File: src/rtl/imem_fetch_ctrl.sv
// Fetch sequencer for a combinational instruction memory: PC register, single-entry
// {pc, instr} output buffer with valid/ready, redirect handling and sticky fetch faults.
//
// state   | meaning
// --------+---------------------------------------------------------------
// S_BOOT  | one cycle after reset, no capture, redirects ignored
// S_RUN   | sequential fetch into the output buffer
// S_FAULT | bad pc or bad redirect target seen; pc frozen until good redirect
module imem_fetch_ctrl #(
  parameter logic [31:0] RESET_PC   = 32'h0000_0000,
  parameter int unsigned IMEM_WORDS = 20
) (
  input  logic        clk,
  input  logic        rst,
  output logic [31:0] imem_addr,
  input  logic [31:0] imem_data,
  input  logic        redirect_valid,
  input  logic [31:0] redirect_pc,
  output logic        out_valid,
  input  logic        out_ready,
  output logic [31:0] out_instr,
  output logic [31:0] out_pc,
  output logic        fault,
  output logic [1:0]  fault_cause,
  output logic [31:0] fault_pc,
  output logic [31:0] instr_count
);

  typedef enum logic [1:0] {S_BOOT, S_RUN, S_FAULT} state_t;

  localparam logic [1:0] CAUSE_NONE  = 2'b00;
  localparam logic [1:0] CAUSE_RANGE = 2'b01;
  localparam logic [1:0] CAUSE_ALIGN = 2'b10;

  state_t      state, state_nxt;
  logic [31:0] pc;
  logic        pc_ok, tgt_ok, tgt_misaligned;
  logic        redir, capture, handshake;

  function automatic logic addr_ok(input logic [31:0] a);
    return (a[1:0] == 2'b00) && ({2'b00, a[31:2]} < IMEM_WORDS);
  endfunction

  assign pc_ok          = addr_ok(pc);
  assign tgt_ok         = addr_ok(redirect_pc);
  assign tgt_misaligned = (redirect_pc[1:0] != 2'b00);
  assign handshake      = out_valid && out_ready;
  assign redir          = redirect_valid && (state != S_BOOT);
  // A full buffer that decode is not taking stalls fetch, including the fault check.
  assign capture        = (state == S_RUN) && !redir && (!out_valid || out_ready);

  always_ff @(posedge clk) begin
    if (rst) begin
      state <= S_BOOT;
    end else begin
      state <= state_nxt;
    end
  end

  always_comb begin
    state_nxt = state;
    case (state)
      S_BOOT:  state_nxt = S_RUN;
      S_RUN: begin
        if (redir) begin
          state_nxt = tgt_ok ? S_RUN : S_FAULT;
        end else if (capture && !pc_ok) begin
          state_nxt = S_FAULT;
        end
      end
      S_FAULT: begin
        if (redir && tgt_ok) begin
          state_nxt = S_RUN;
        end
      end
      default: state_nxt = S_BOOT;
    endcase
  end

  always_comb begin
    fault     = 1'b0;
    imem_addr = pc;
    if (state == S_FAULT) begin
      fault = 1'b1;
    end
  end

  always_ff @(posedge clk) begin
    if (rst) begin
      pc          <= RESET_PC;
      out_valid   <= 1'b0;
      out_instr   <= 32'd0;
      out_pc      <= 32'd0;
      fault_cause <= CAUSE_NONE;
      fault_pc    <= 32'd0;
      instr_count <= 32'd0;
    end else begin
      if (handshake) begin
        instr_count <= instr_count + 32'd1;
      end
      // Redirect flushes the buffer after any same-cycle handshake has been counted.
      if (redir) begin
        out_valid <= 1'b0;
        if (tgt_ok) begin
          pc          <= redirect_pc;
          fault_cause <= CAUSE_NONE;
        end else begin
          fault_cause <= tgt_misaligned ? CAUSE_ALIGN : CAUSE_RANGE;
          fault_pc    <= redirect_pc;
        end
      end else if (capture) begin
        if (pc_ok) begin
          out_instr <= imem_data;
          out_pc    <= pc;
          out_valid <= 1'b1;
          pc        <= pc + 32'd4;
        end else begin
          out_valid   <= 1'b0;
          fault_cause <= CAUSE_RANGE;
          fault_pc    <= pc;
        end
      end
    end
  end

endmodule

File: config.mk
export PLATFORM = sky130hd
export DESIGN_NAME = imem_fetch_ctrl
export DESIGN_NICKNAME = d
export VERILOG_FILES = /design/src/rtl/imem_fetch_ctrl.sv
export SDC_FILE = /design/constraint.sdc
export NUM_CORES = 1
export LEC_CHECK = 0
export ABC_AREA = 1
export BUFFER_PORTS_ARGS = -buffer_cell sky130_fd_sc_hd__buf_4
export CORE_MARGIN = 5
export CORE_UTILIZATION = 54
export CTS_CLUSTER_DIAMETER = 50
export DETAILED_ROUTE_END_ITERATION = 8
export PLACE_DENSITY = 0.85
export SLEW_MARGIN = 5
export SYNTH_ARGS = -nofsm -noshare
export SYNTH_HDL_FRONTEND = slang
export SYNTH_SLANG_ARGS = --single-unit
File: constraint.sdc
create_clock -name clk -period 3.25 [get_ports clk]
set_input_delay 0.4875 -clock clk [delete_from_list [all_inputs] [get_ports clk]]
set_output_delay 0.4875 -clock clk [all_outputs]
set_load 0.05 [all_outputs]
==> implementation parameters, run 1 <==
Parameter                              Value

Outcome
  Outcome    finished, final reports clean

GRT
  Global route overflow    0
  Vias in the first global route    6337
  Global routing usage summed across all routing layers    0.259
  Maximum number of pins on one net before global-route repair    61
  Global-route wire length before repair    31200 µm
  Antenna violations before repair    0

Synth
  Number of distinct standard cells referenced by the synthesized netlist    31
  Most area-consuming cells after synthesis    dfxtp_1 47%, nand2_1 13%, nor2_1 9.3%
  Async SR Flop Fraction    0
  Cell area after synthesis    0.00699 mm²
  Post-synth net total    1080
  Warnings, synthesis    0
  Main flop type after synthesis    dfxtp_1
  Avg Synthesized Cell Area    6.92 µm²
  Number of flops mapped to enable cells by yosys    0
  Synth area leader    dfxtp_1
  Area share of the largest cell type after synthesis    0.473
  Leading cell type by number of instances after synthesis    nand2_1
  Share of the yosys chip area belonging to registers    0.473
  Gate count after technology mapping    1010
  Number of flip-flops and latches in the synthesized netlist    165
  Synth cell count leaders    246 x nand2_1, 173 x nor2_1, 165 x dfxtp_1

Power and ir drop
  Fraction of power spent switching nets    0.305
  Comb pwr share    0.189
  Clock group share of total power    0.387
  Power density over cell area    550 mW/mm²
  P_sw    0.00157 W
  Total internal power    0.00357 W
  VDD IR-drop max    439 µV
  Sequential group share of total power    0.424
  Standby leakage power    4.52 nW

Finish
  Final-stage net count    1287
  Count of filler cells inserted in the layout    1067
  Area grow syn2layout    33.8%
  Proportion of layout cells with a drive suffix above 1    0.234
  Area taken by flip-flops and latches    0.00330 mm²
  Diodes inserted    0
  Footprint of the multi-input gates    0.00306 mm²
  Post-route non-filler standard cell count    1402

Critical path
  Sort of element at the end of the critical path    flop
  Sort of element at the start of the critical path    flop
  Worst Setup Path Type    reg2reg
  Data required time of the critical path    3610 ps
  CP arrival    3170 ps
  Worst-path fanout max    43

Routing
  Via density per instance    5.04
  Post-DRT Antenna Nets    0
  DRC viols    0
  Via total after detailed routing    7068
  Wirelength, routed    19800 µm
  Starting DRT DRC Count    616
  Mean routed wirelength per cell    14.1 µm
  TritonRoute pass-1 iters    5

Floorplanning
  Starting density of the core    0.551
  Die H    124 µm
  Ports placed on the boundary    232
  Floorplan Core Area    0.0127 mm²
  Full die area    0.0153 mm²
  Die X    124 µm
  Number of rows in the core area    41

STA
  Headroom to the max-slew limit    0.290
  Number of failing hold endpoints at the final stage    0
  Highest attainable clock frequency    356 MHz
  Worst-Margin Slew    1060 ps
  Setup TNS after final layout    0 ps
  Setup repair after global routing missed its margin    false
  Number of slew-limit violations in the final report    0
  Tmin final    2810 ps
  Total of endpoints with negative setup slack in the final report    0
  Share of the cycle needed by the critical path after routing    0.864
  Clock skew after layout    9.90 ps

Clock network
  Worst skew pair latency    420 ps
  Setup fix buffers added after clock tree synthesis    0
  CTS H-Tree Depth    4
  Num CTS Buffers    17
  Number of clock sinks    165
  Number of buffers inserted for hold repair after clock tree synthesis    0
  Clock edge transition at the registers on the reported setup and hold paths    70 ps
  Max Root-Sink Buffers    2
  Resized cells post-CTS    0
  TritonCTS clock tree    built
  Cell chosen for the clock root    clkbuf_16

Placement
  Count of buffers inserted at the top-level ports    231
  Placed cells    1370
  Sum of net half-perimeters after detailed placement    14200 µm
  Final GP Congestion    0.887

Job
  Number of max-cap violations    0

Hold path
  Classification of the worst-slack hold path    in2reg
[final cells by class]
type,count,share of cell area
sequential,165,0.353
timing repair buffer,236,0.191
multi-input combinational,690,0.327
inverter,107,0.0430
tap,172,0.0230
clock buffer,21,0.0493
clock inverter,11,0.0134
[final timing paths]
path / startpoint / end / slack, ps / cells after the start
worst max-delay path: state[1] / imem_addr[2] / 440 / 7
worst min-delay path: imem_data[28] / out_instr[28] / 310 / 3
worst max register to register: state[1] / imem_addr[2] / 440 / 7
worst min register to register: out_pc[1] / out_pc[1] / 450 / 2
[critical path: stages, from the launching register on]
cell	delay, ps
dfxtp_1	360
o21ai_4	820
inv_2	520
nand3_2	280
nand2_2	110
inv_2	400
nor2_1	120
nor2_1	110
[flip-flops by register name, indices dropped and copies added, names as in the netlist]
| register | flops |
|---|---|
| fault_cause | 2 |
| fault_pc | 32 |
| imem_addr | 32 |
| instr_count | 32 |
| out_instr | 32 |
| out_pc | 32 |
| out_valid | 1 |
| state | 2 |
[per-layer routing]
metal  global-route usage  share of wire  up-vias  wire [µm]
li1                     -              -     3588          -
met1                0.325           0.41     3160       8220
met2                0.408           0.46      290       9080
met3               0.0922           0.11       30       2120
met4               0.0997          0.020        0        398
met5                    0              0        -          0
[per-stage QoR]
stage | util | power (W) | area [µm²] | hold slack (ps) | worst slack [ps]
detailed placement | 0.691 | 0.00319 | 8760 | 439 | 472
finish | 0.738 | 0.00514 | 9350 | 313 | 442
global route | 0.738 | 0.00534 | 9350 | 311 | 170
CTS | 0.738 | 0.00516 | 9350 | 303 | 452
floorplan | - | 0.00290 | 6990 | 589 | 1200
global placement | 0.691 | 0.00318 | 8760 | 432 | 574
[logic make-up (layout without fill, tap and decap cells)]
| logic type | Yosys count | in the layout | share of synthesized area |
|---|---|---|---|
| flops | 165 | 165 | 0.473 |
| fa+ha+maj | 2 | 2 | 0.00358 |
| xor+xnor | 5 | 5 | 0.00627 |
| compound gates | 132 | 132 | 0.0967 |
| simple gates | 551 | 551 | 0.330 |
| buf+inv | 155 | 375 | 0.0908 |
[placed cells by master (no fill, tap or decap)]
| cell type | synthesis | layout |
|---|---|---|
| nand2_1 | 246 | 246 |
| buf_4 | 4 | 235 |
| nor2_1 | 173 | 173 |
| dfxtp_1 | 165 | 165 |
| inv_1 | 102 | 101 |
| nand3_1 | 97 | 97 |
| o21ai_0 | 67 | 67 |
| a21oi_1 | 57 | 57 |
| clkbuf_16 | 0 | 17 |
| nor3_1 | 9 | 9 |
| nor2_2 | 6 | 6 |
| nand3b_1 | 6 | 6 |
| inv_2 | 4 | 5 |
| nand4_1 | 5 | 5 |
| xor2_1 | 5 | 5 |
| clkinvlp_4 | 0 | 5 |
| nand3_2 | 3 | 3 |
| o21ai_1 | 2 | 2 |
| nand2_4 | 2 | 2 |
| nand2_2 | 2 | 2 |
| ha_1 | 2 | 2 |
| clkbuf_1 | 27 | 2 |
| bufinv_16 | 0 | 2 |
| clkbuf_8 | 0 | 2 |
| clkinv_2 | 0 | 2 |
| nor3_2 | 1 | 1 |
| o21ai_2 | 2 | 1 |
| o21ai_4 | 0 | 1 |
| clkinv_1 | 1 | 1 |
| nand4_2 | 1 | 1 |
| o21bai_1 | 1 | 1 |
| o21a_1 | 1 | 1 |
| o22ai_1 | 1 | 1 |
| a31oi_1 | 1 | 1 |
| clkinv_4 | 0 | 1 |
| inv_6 | 0 | 1 |
| buf_12 | 0 | 1 |
[power by group through the flow]
stage          logic (W)  clock network, W  registers [W]
4_1_cts         0.000973           0.00201        0.00218
2_1_floorplan   0.000383                 0        0.00252
3_3_place_gp    0.000960                 0        0.00222
6_report        0.000969           0.00199        0.00218
5_1_grt          0.00105           0.00210        0.00219
3_5_place_dp    0.000971                 0        0.00222
Power figures use the tool's default switching activity.
==> inputs of run 2 (changes only) <==
--- a/config.mk
+++ b/config.mk
@@ -8,10 +8,11 @@
 export ABC_AREA = 1
 export BUFFER_PORTS_ARGS = -buffer_cell sky130_fd_sc_hd__buf_4
 export CORE_MARGIN = 5
-export CORE_UTILIZATION = 54
+export CORE_UTILIZATION = 56
+export CTS_BUF_LIST = sky130_fd_sc_hd__clkbuf_8
 export CTS_CLUSTER_DIAMETER = 50
 export DETAILED_ROUTE_END_ITERATION = 8
-export PLACE_DENSITY = 0.85
+export PLACE_DENSITY = 0.87
 export SLEW_MARGIN = 5
 export SYNTH_ARGS = -nofsm -noshare
 export SYNTH_HDL_FRONTEND = slang
==> constraint.sdc (replaced) <==
create_clock -name clk -period 3.25 [get_ports clk]
set_input_delay 0.4875 -clock clk [delete_from_list [all_inputs] [get_ports clk]]
set_output_delay 0.4875 -clock clk [all_outputs]
set_load 0.01 [all_outputs]
==> implementation parameters, run 2 (synthesis results as in run 1) <==
Parameter                              Value

Routing
  Starting DRT DRC Count    567 (was 616)
  Mean routed wirelength per cell    14.2 µm (was 14.1 µm)
  Via density per instance    5.08 (was 5.04)
  Wirelength, routed    19800 µm (about the same)
  Via total after detailed routing    7113 (was 7068)
  TritonRoute pass-1 iters    5 (unchanged)
  DRC viols    0 (unchanged)
  Post-DRT Antenna Nets    0 (unchanged)

Clock network
  Number of clock sinks    165 (unchanged)
  Worst skew pair latency    460 ps (was 420 ps)
  Max Root-Sink Buffers    2 (unchanged)
  Number of buffers inserted for hold repair after clock tree synthesis    0 (unchanged)
  TritonCTS clock tree    built (unchanged)
  Resized cells post-CTS    0 (unchanged)
  CTS H-Tree Depth    4 (unchanged)
  Setup fix buffers added after clock tree synthesis    0 (unchanged)
  Clock edge transition at the registers on the reported setup and hold paths    90 ps (was 70 ps)
  Num CTS Buffers    17 (unchanged)
  Cell chosen for the clock root    clkbuf_8 (was clkbuf_16)

GRT
  Antenna violations before repair    0 (unchanged)
  Global routing usage summed across all routing layers    0.268 (was 0.259)
  Maximum number of pins on one net before global-route repair    65 (was 61)
  Global route overflow    0 (unchanged)
  Vias in the first global route    6508 (was 6337)
  Global-route wire length before repair    31900 µm (was 31200 µm)

Finish
  Area of all placed cells without fillers    0.00915 mm² (was 0.00935 mm²)
  Final-stage net count    1289 (was 1287)
  Proportion of layout cells with a drive suffix above 1    0.236 (was 0.234)
  Most frequent standard cell in the layout excluding fill and tap cells    nand2_1 (unchanged)
  Area grow syn2layout    30.9% (was 33.8%)
  Diodes inserted    0 (unchanged)
  Top library cells by usage in the layout, fill and taps aside    246 x nand2_1, 238 x buf_4, 173 x nor2_1, 165 x dfxtp_1, 102 x inv_1 (was 246 x nand2_1, 235 x buf_4, 173 x nor2_1, 165 x dfxtp_1, 101 x inv_1)

Critical path
  Cell type of the slowest stage on the worst timing path    o21ai_2 (was o21ai_4)
  Dominant cell type by count on the critical path    inv_2
  CP arrival    2920 ps (was 3170 ps)
  Data required time of the critical path    3650 ps (was 3610 ps)
  Cell-by-cell trace of the critical path    o21ai_2 -> inv_2 -> nand3_2 -> nand2_2 -> inv_2 -> nand3_1 -> inv_1 (was o21ai_4 -> inv_2 -> nand3_2 -> nand2_2 -> inv_2 -> nor2_1 -> nor2_1)
  Worst Setup Path Type    reg2reg (unchanged)
  Sort of element at the end of the critical path    flop (unchanged)
  Sort of element at the start of the critical path    flop (unchanged)
  Worst-path fanout max    33 (was 43)
  Worst path max stage delay    610 ps (was 820 ps)

STA
  Clock skew after layout    10.7 ps (was 9.90 ps)
  Headroom to the max-slew limit    0.354 (was 0.290)
  Number of failing hold endpoints at the final stage    0 (unchanged)
  Share of the cycle needed by the critical path after routing    0.773 (was 0.864)
  Highest attainable clock frequency    398 MHz (was 356 MHz)
  Setup TNS after final layout    0 ps (unchanged)
  Hold slack final    274 ps (was 313 ps)
  Tmin final    2510 ps (was 2810 ps)
  Total of endpoints with negative setup slack in the final report    0 (unchanged)
  Number of slew-limit violations in the final report    0 (unchanged)
  Setup repair after global routing missed its margin    false (unchanged)
  Fin worst setup slack    739 ps (was 442 ps)
  Worst-Margin Slew    968 ps (was 1060 ps)

Power and ir drop
  VDD IR-drop max    413 µV (was 439 µV)
  Standby leakage power    4.46 nW (was 4.52 nW)
  Power density over cell area    475 mW/mm² (was 550 mW/mm²)

Hold path
  Classification of the worst-slack hold path    in2reg (unchanged)

Floorplanning
  Die H    122 µm (was 124 µm)
  Number of rows in the core area    40 (was 41)
  Ports placed on the boundary    232 (unchanged)
  Floorplan Core Area    0.0121 mm² (was 0.0127 mm²)
  Starting density of the core    0.577 (was 0.551)
  Full die area    0.0148 mm² (was 0.0153 mm²)
  Die X    122 µm (was 124 µm)

Placement
  Worst slack after detailed placement    823 ps (was 472 ps)
  Sum of net half-perimeters after detailed placement    14500 µm (was 14200 µm)
  Cell area after placement    0.00875 mm² (was 0.00876 mm²)
  Final GP Congestion    0.887 (about the same)
  Count of buffers inserted at the top-level ports    231 (unchanged)

Job
  Number of max-cap violations    0 (unchanged)

Outcome
  Outcome    finished, final reports clean (unchanged)
-- run 2: worst paths after layout --
kind	start	end	slack (ps)	cells past startpoint
setup reg to reg	state[1]	imem_addr[25]	740	7
setup / recovery	state[1]	imem_addr[25]	740	7
hold / removal	imem_data[3]	out_instr[3]	270	3
hold reg to reg	out_pc[1]	out_pc[1]	450	2
-- run 2: where the power goes --
group | switching (W) | internal (W) | leakage [nW]
logic | 0.000418 | 0.000274 | 2.91
registers | 0.0000640 | 0.00211 | 1.34
clock network | 0.000722 | 0.000751 | 0.208
-- run 2: cell type report --
cell class	count	area, µm²
sequential	165	3300
timing repair buffer	238	1790
fill	1003	2970
tap	168	210
clock buffer	21	289
clock inverter	10	105
multi-input combinational	690	3050
inverter	107	402
-- run 2: routing by layer --
metal  global-route usage  part of all wire
met3                0.110              0.11
met4               0.0728             0.013
met2                0.437              0.47
met5                    0                 0
met1                0.328              0.41
-- run 2: through the flow --
step,power (W),cells,utilization
2_1_floorplan,0.00263,1010,-
3_3_place_gp,0.00290,1368,0.723
3_5_place_dp,0.00292,1368,0.723
4_1_cts,0.00436,1399,0.755
5_1_grt,0.00456,1399,0.755
6_report,0.00434,1399,0.755
-- run 2: critical path, delay by kind of cell (launching register included) --
| family | cells | cell delay [ps] |
|---|---|---|
| buffers and inverters | 3 | 960 |
| AO/OA/AOI/OAI | 1 | 610 |
| AND/OR/NAND/NOR | 3 | 510 |
| flip-flops | 1 | 360 |
==> inputs of run 3 (changes only) <==
--- a/config.mk
+++ b/config.mk
@@ -8,11 +8,11 @@
 export ABC_AREA = 1
 export BUFFER_PORTS_ARGS = -buffer_cell sky130_fd_sc_hd__buf_4
 export CORE_MARGIN = 5
-export CORE_UTILIZATION = 56
+export CORE_UTILIZATION = 47
 export CTS_BUF_LIST = sky130_fd_sc_hd__clkbuf_8
 export CTS_CLUSTER_DIAMETER = 50
 export DETAILED_ROUTE_END_ITERATION = 8
-export PLACE_DENSITY = 0.87
+export PLACE_DENSITY = 0.78
 export SLEW_MARGIN = 5
 export SYNTH_ARGS = -nofsm -noshare
 export SYNTH_HDL_FRONTEND = slang
==> constraint.sdc (replaced) <==
create_clock -name clk -period 2.1 [get_ports clk]
set_input_delay 0.315 -clock clk [delete_from_list [all_inputs] [get_ports clk]]
set_output_delay 0.315 -clock clk [all_outputs]
set_load 0.01 [all_outputs]
==> implementation parameters, run 3 (synthesis results as in run 1) <==
Parameter                              Value

Outcome
  Outcome    finished, final reports clean (unchanged)

Routing
  Starting DRT DRC Count    564 (was 567)
  TritonRoute pass-1 iters    5 (unchanged)
  Wirelength, routed    20100 µm (was 19800 µm)
  DRC viols    0 (unchanged)
  Mean routed wirelength per cell    14.1 µm (was 14.2 µm)
  Post-DRT Antenna Nets    0 (unchanged)
  Via density per instance    5.00 (was 5.08)
  Via total after detailed routing    7119 (was 7113)

STA
  Clock skew after layout    11.6 ps (was 10.7 ps)
  Setup repair after global routing missed its margin    false (unchanged)
  Highest attainable clock frequency    526 MHz (was 398 MHz)
  Headroom to the max-slew limit    0.652 (was 0.354)
  Tmin final    1900 ps (was 2510 ps)
  Total of endpoints with negative setup slack in the final report    0 (unchanged)
  Worst-Margin Slew    521 ps (was 968 ps)
  Share of the cycle needed by the critical path after routing    0.906 (was 0.773)
  Number of failing hold endpoints at the final stage    0 (unchanged)
  Setup TNS after final layout    0 ps (unchanged)
  Number of slew-limit violations in the final report    0 (unchanged)

Finish
  Top library cells by usage in the layout, fill and taps aside    246 x nand2_1, 243 x buf_4, 173 x nor2_1, 164 x dfxtp_1, 103 x inv_1 (was 246 x nand2_1, 238 x buf_4, 173 x nor2_1, 165 x dfxtp_1, 102 x inv_1)
  Diodes inserted    0 (unchanged)
  Area grow syn2layout    32.4% (was 30.9%)
  Proportion of layout cells with a drive suffix above 1    0.241 (was 0.236)
  Most frequent standard cell in the layout excluding fill and tap cells    nand2_1 (unchanged)
  Utilization after layout    0.636 (was 0.755)
  Final-stage net count    1296 (was 1289)
  Count of filler cells inserted in the layout    1365 (was 1003)

Power and ir drop
  Standby leakage power    4.49 nW (was 4.46 nW)
  Power density over cell area    730 mW/mm² (was 475 mW/mm²)
  Total internal power    0.00484 W (was 0.00314 W)
  Clock group share of total power    0.336 (was 0.339)
  VDD IR-drop max    514 µV (was 413 µV)
  Comb pwr share    0.166 (was 0.159)
  P_sw    0.00192 W (was 0.00120 W)
  Sequential group share of total power    0.499 (was 0.501)
  Fraction of power spent switching nets    0.283 (was 0.277)

Critical path
  Worst Setup Path Type    reg2reg (unchanged)
  Data required time of the critical path    2490 ps (was 3650 ps)
  CP arrival    2290 ps (was 2920 ps)
  Sort of element at the end of the critical path    flop (unchanged)
  Worst R2R Start    imem_addr[28] (was state[1])
  Dominant cell type by count on the critical path    nand2_1 (was inv_2)
  Count of cells along the worst register-to-register path    9 (was 7)
  Worst path max stage delay    350 ps (was 610 ps)
  Worst-path fanout max    32 (was 33)
  Sort of element at the start of the critical path    flop (unchanged)
  Cell-by-cell trace of the critical path    nor2_1 -> nand2_1 -> nor2_1 -> nand2_1 -> o21ai_2 -> nand2_4 -> nand2_4 -> nand2_1 -> a21oi_1 (was o21ai_2 -> inv_2 -> nand3_2 -> nand2_2 -> inv_2 -> nand3_1 -> inv_1)
  Launch point of the critical path    imem_addr[28] (was state[1])
  Cell type of the slowest stage on the worst timing path    dfxtp_1 (was o21ai_2)

Clock network
  Clock edge transition at the registers on the reported setup and hold paths    90 ps (about the same)
  Number of buffers inserted for hold repair after clock tree synthesis    0 (unchanged)
  TritonCTS clock tree    built (unchanged)
  CTS H-Tree Depth    4 (unchanged)
  Num CTS Buffers    17 (unchanged)
  Setup fix buffers added after clock tree synthesis    0 (unchanged)
  Worst skew pair latency    460 ps (about the same)
  Cell chosen for the clock root    clkbuf_8 (unchanged)
  Max Root-Sink Buffers    2 (unchanged)
  Resized cells post-CTS    0 (unchanged)
  Number of clock sinks    165 (unchanged)

GRT
  Maximum number of pins on one net before global-route repair    67 (was 65)
  Global routing usage summed across all routing layers    0.224 (was 0.268)
  Global route overflow    0 (unchanged)
  Antenna violations before repair    0 (unchanged)
  Vias in the first global route    6531 (was 6508)
  Global-route wire length before repair    32600 µm (was 31900 µm)

Floorplanning
  Starting density of the core    0.481 (was 0.577)
  Ports placed on the boundary    232 (unchanged)
  Die H    132 µm (was 122 µm)
  Floorplan Core Area    0.0145 mm² (was 0.0121 mm²)
  Number of rows in the core area    44 (was 40)
  Full die area    0.0174 mm² (was 0.0148 mm²)
  Die X    132 µm (was 122 µm)

Placement
  Final GP Congestion    0.903 (was 0.887)
  Sum of net half-perimeters after detailed placement    14700 µm (was 14500 µm)
  Count of buffers inserted at the top-level ports    231 (unchanged)

Hold path
  Hold-critical path depth    3 (unchanged)
  Startpoint of the tightest hold check path    imem_data[3] (unchanged)
  Classification of the worst-slack hold path    in2reg (unchanged)

Job
  Number of max-cap violations    0 (unchanged)
-- run 3: changes by cell type in the layout (fill, tap and decap cells not counted), moves of 2 or more --
cell	change
clkinv_2	-2
buf_12	+2
clkinv_4	+2
clkbuf_8	-2
buf_4	+5
-- run 3: layout make-up --
class / instances / area (µm²) / share of cell area
multi-input cells: 690 / 3050 / 0.330
repair buffers: 245 / 1860 / 0.202
clock buffers: 19 / 262 / 0.0283
clock inverters: 13 / 133 / 0.0143
inverters: 107 / 402 / 0.0434
well taps: 184 / 230 / 0.0249
flip-flops and latches: 165 / 3300 / 0.357
-- run 3: power by group through the flow --
stage / logic (W) / registers, W / clock network, W
2_1_floorplan: 0.000583 / 0.00349 / 0
3_3_place_gp: 0.00111 / 0.00344 / 0
3_5_place_dp: 0.00112 / 0.00344 / 0
4_1_cts: 0.00113 / 0.00337 / 0.00233
5_1_grt: 0.00125 / 0.00339 / 0.00246
6_report: 0.00112 / 0.00337 / 0.00227
-- run 3: through the flow --
| step | cell area [µm²] | worst slack [ps] | total power [W] | hold slack (ps) | instances |
|---|---|---|---|---|---|
| 3_3_place_gp | 8850 | 184 | 0.00455 | 432 | 1391 |
| 3_5_place_dp | 8850 | 139 | 0.00456 | 443 | 1391 |
| 5_1_grt | 9250 | 5.39 | 0.00710 | 77.1 | 1423 |
| 4_1_cts | 9240 | 98.4 | 0.00683 | 72.4 | 1423 |
| 2_1_floorplan | 6990 | 400 | 0.00408 | 470 | 1010 |
| 6_report | 9250 | 197 | 0.00676 | 100 | 1423 |
-- run 3: worst paths after layout --
kind | endpoint | slack [ps]
worst max-delay path | fault_pc[3] | 200
worst min-delay path | out_instr[3] | 100
worst max register to register | fault_pc[3] | 200
worst min register to register | out_pc[0] | 450
-- run 3: routing by layer --
metal | wire length (µm) | global-route usage | share of wire
met4 | 419 | 0.0823 | 0.021
met1 | 8550 | 0.286 | 0.43
met3 | 2120 | 0.0844 | 0.11
met2 | 9000 | 0.345 | 0.45
met5 | 0 | 0 | 0
-- run 3: critical path, delay by kind of cell (launching register included) --
kind               cells  cell delay [ps]
DFF                    1              350
AOI/OAI and AO/OA      2              400
and+or+nand+nor        7             1060
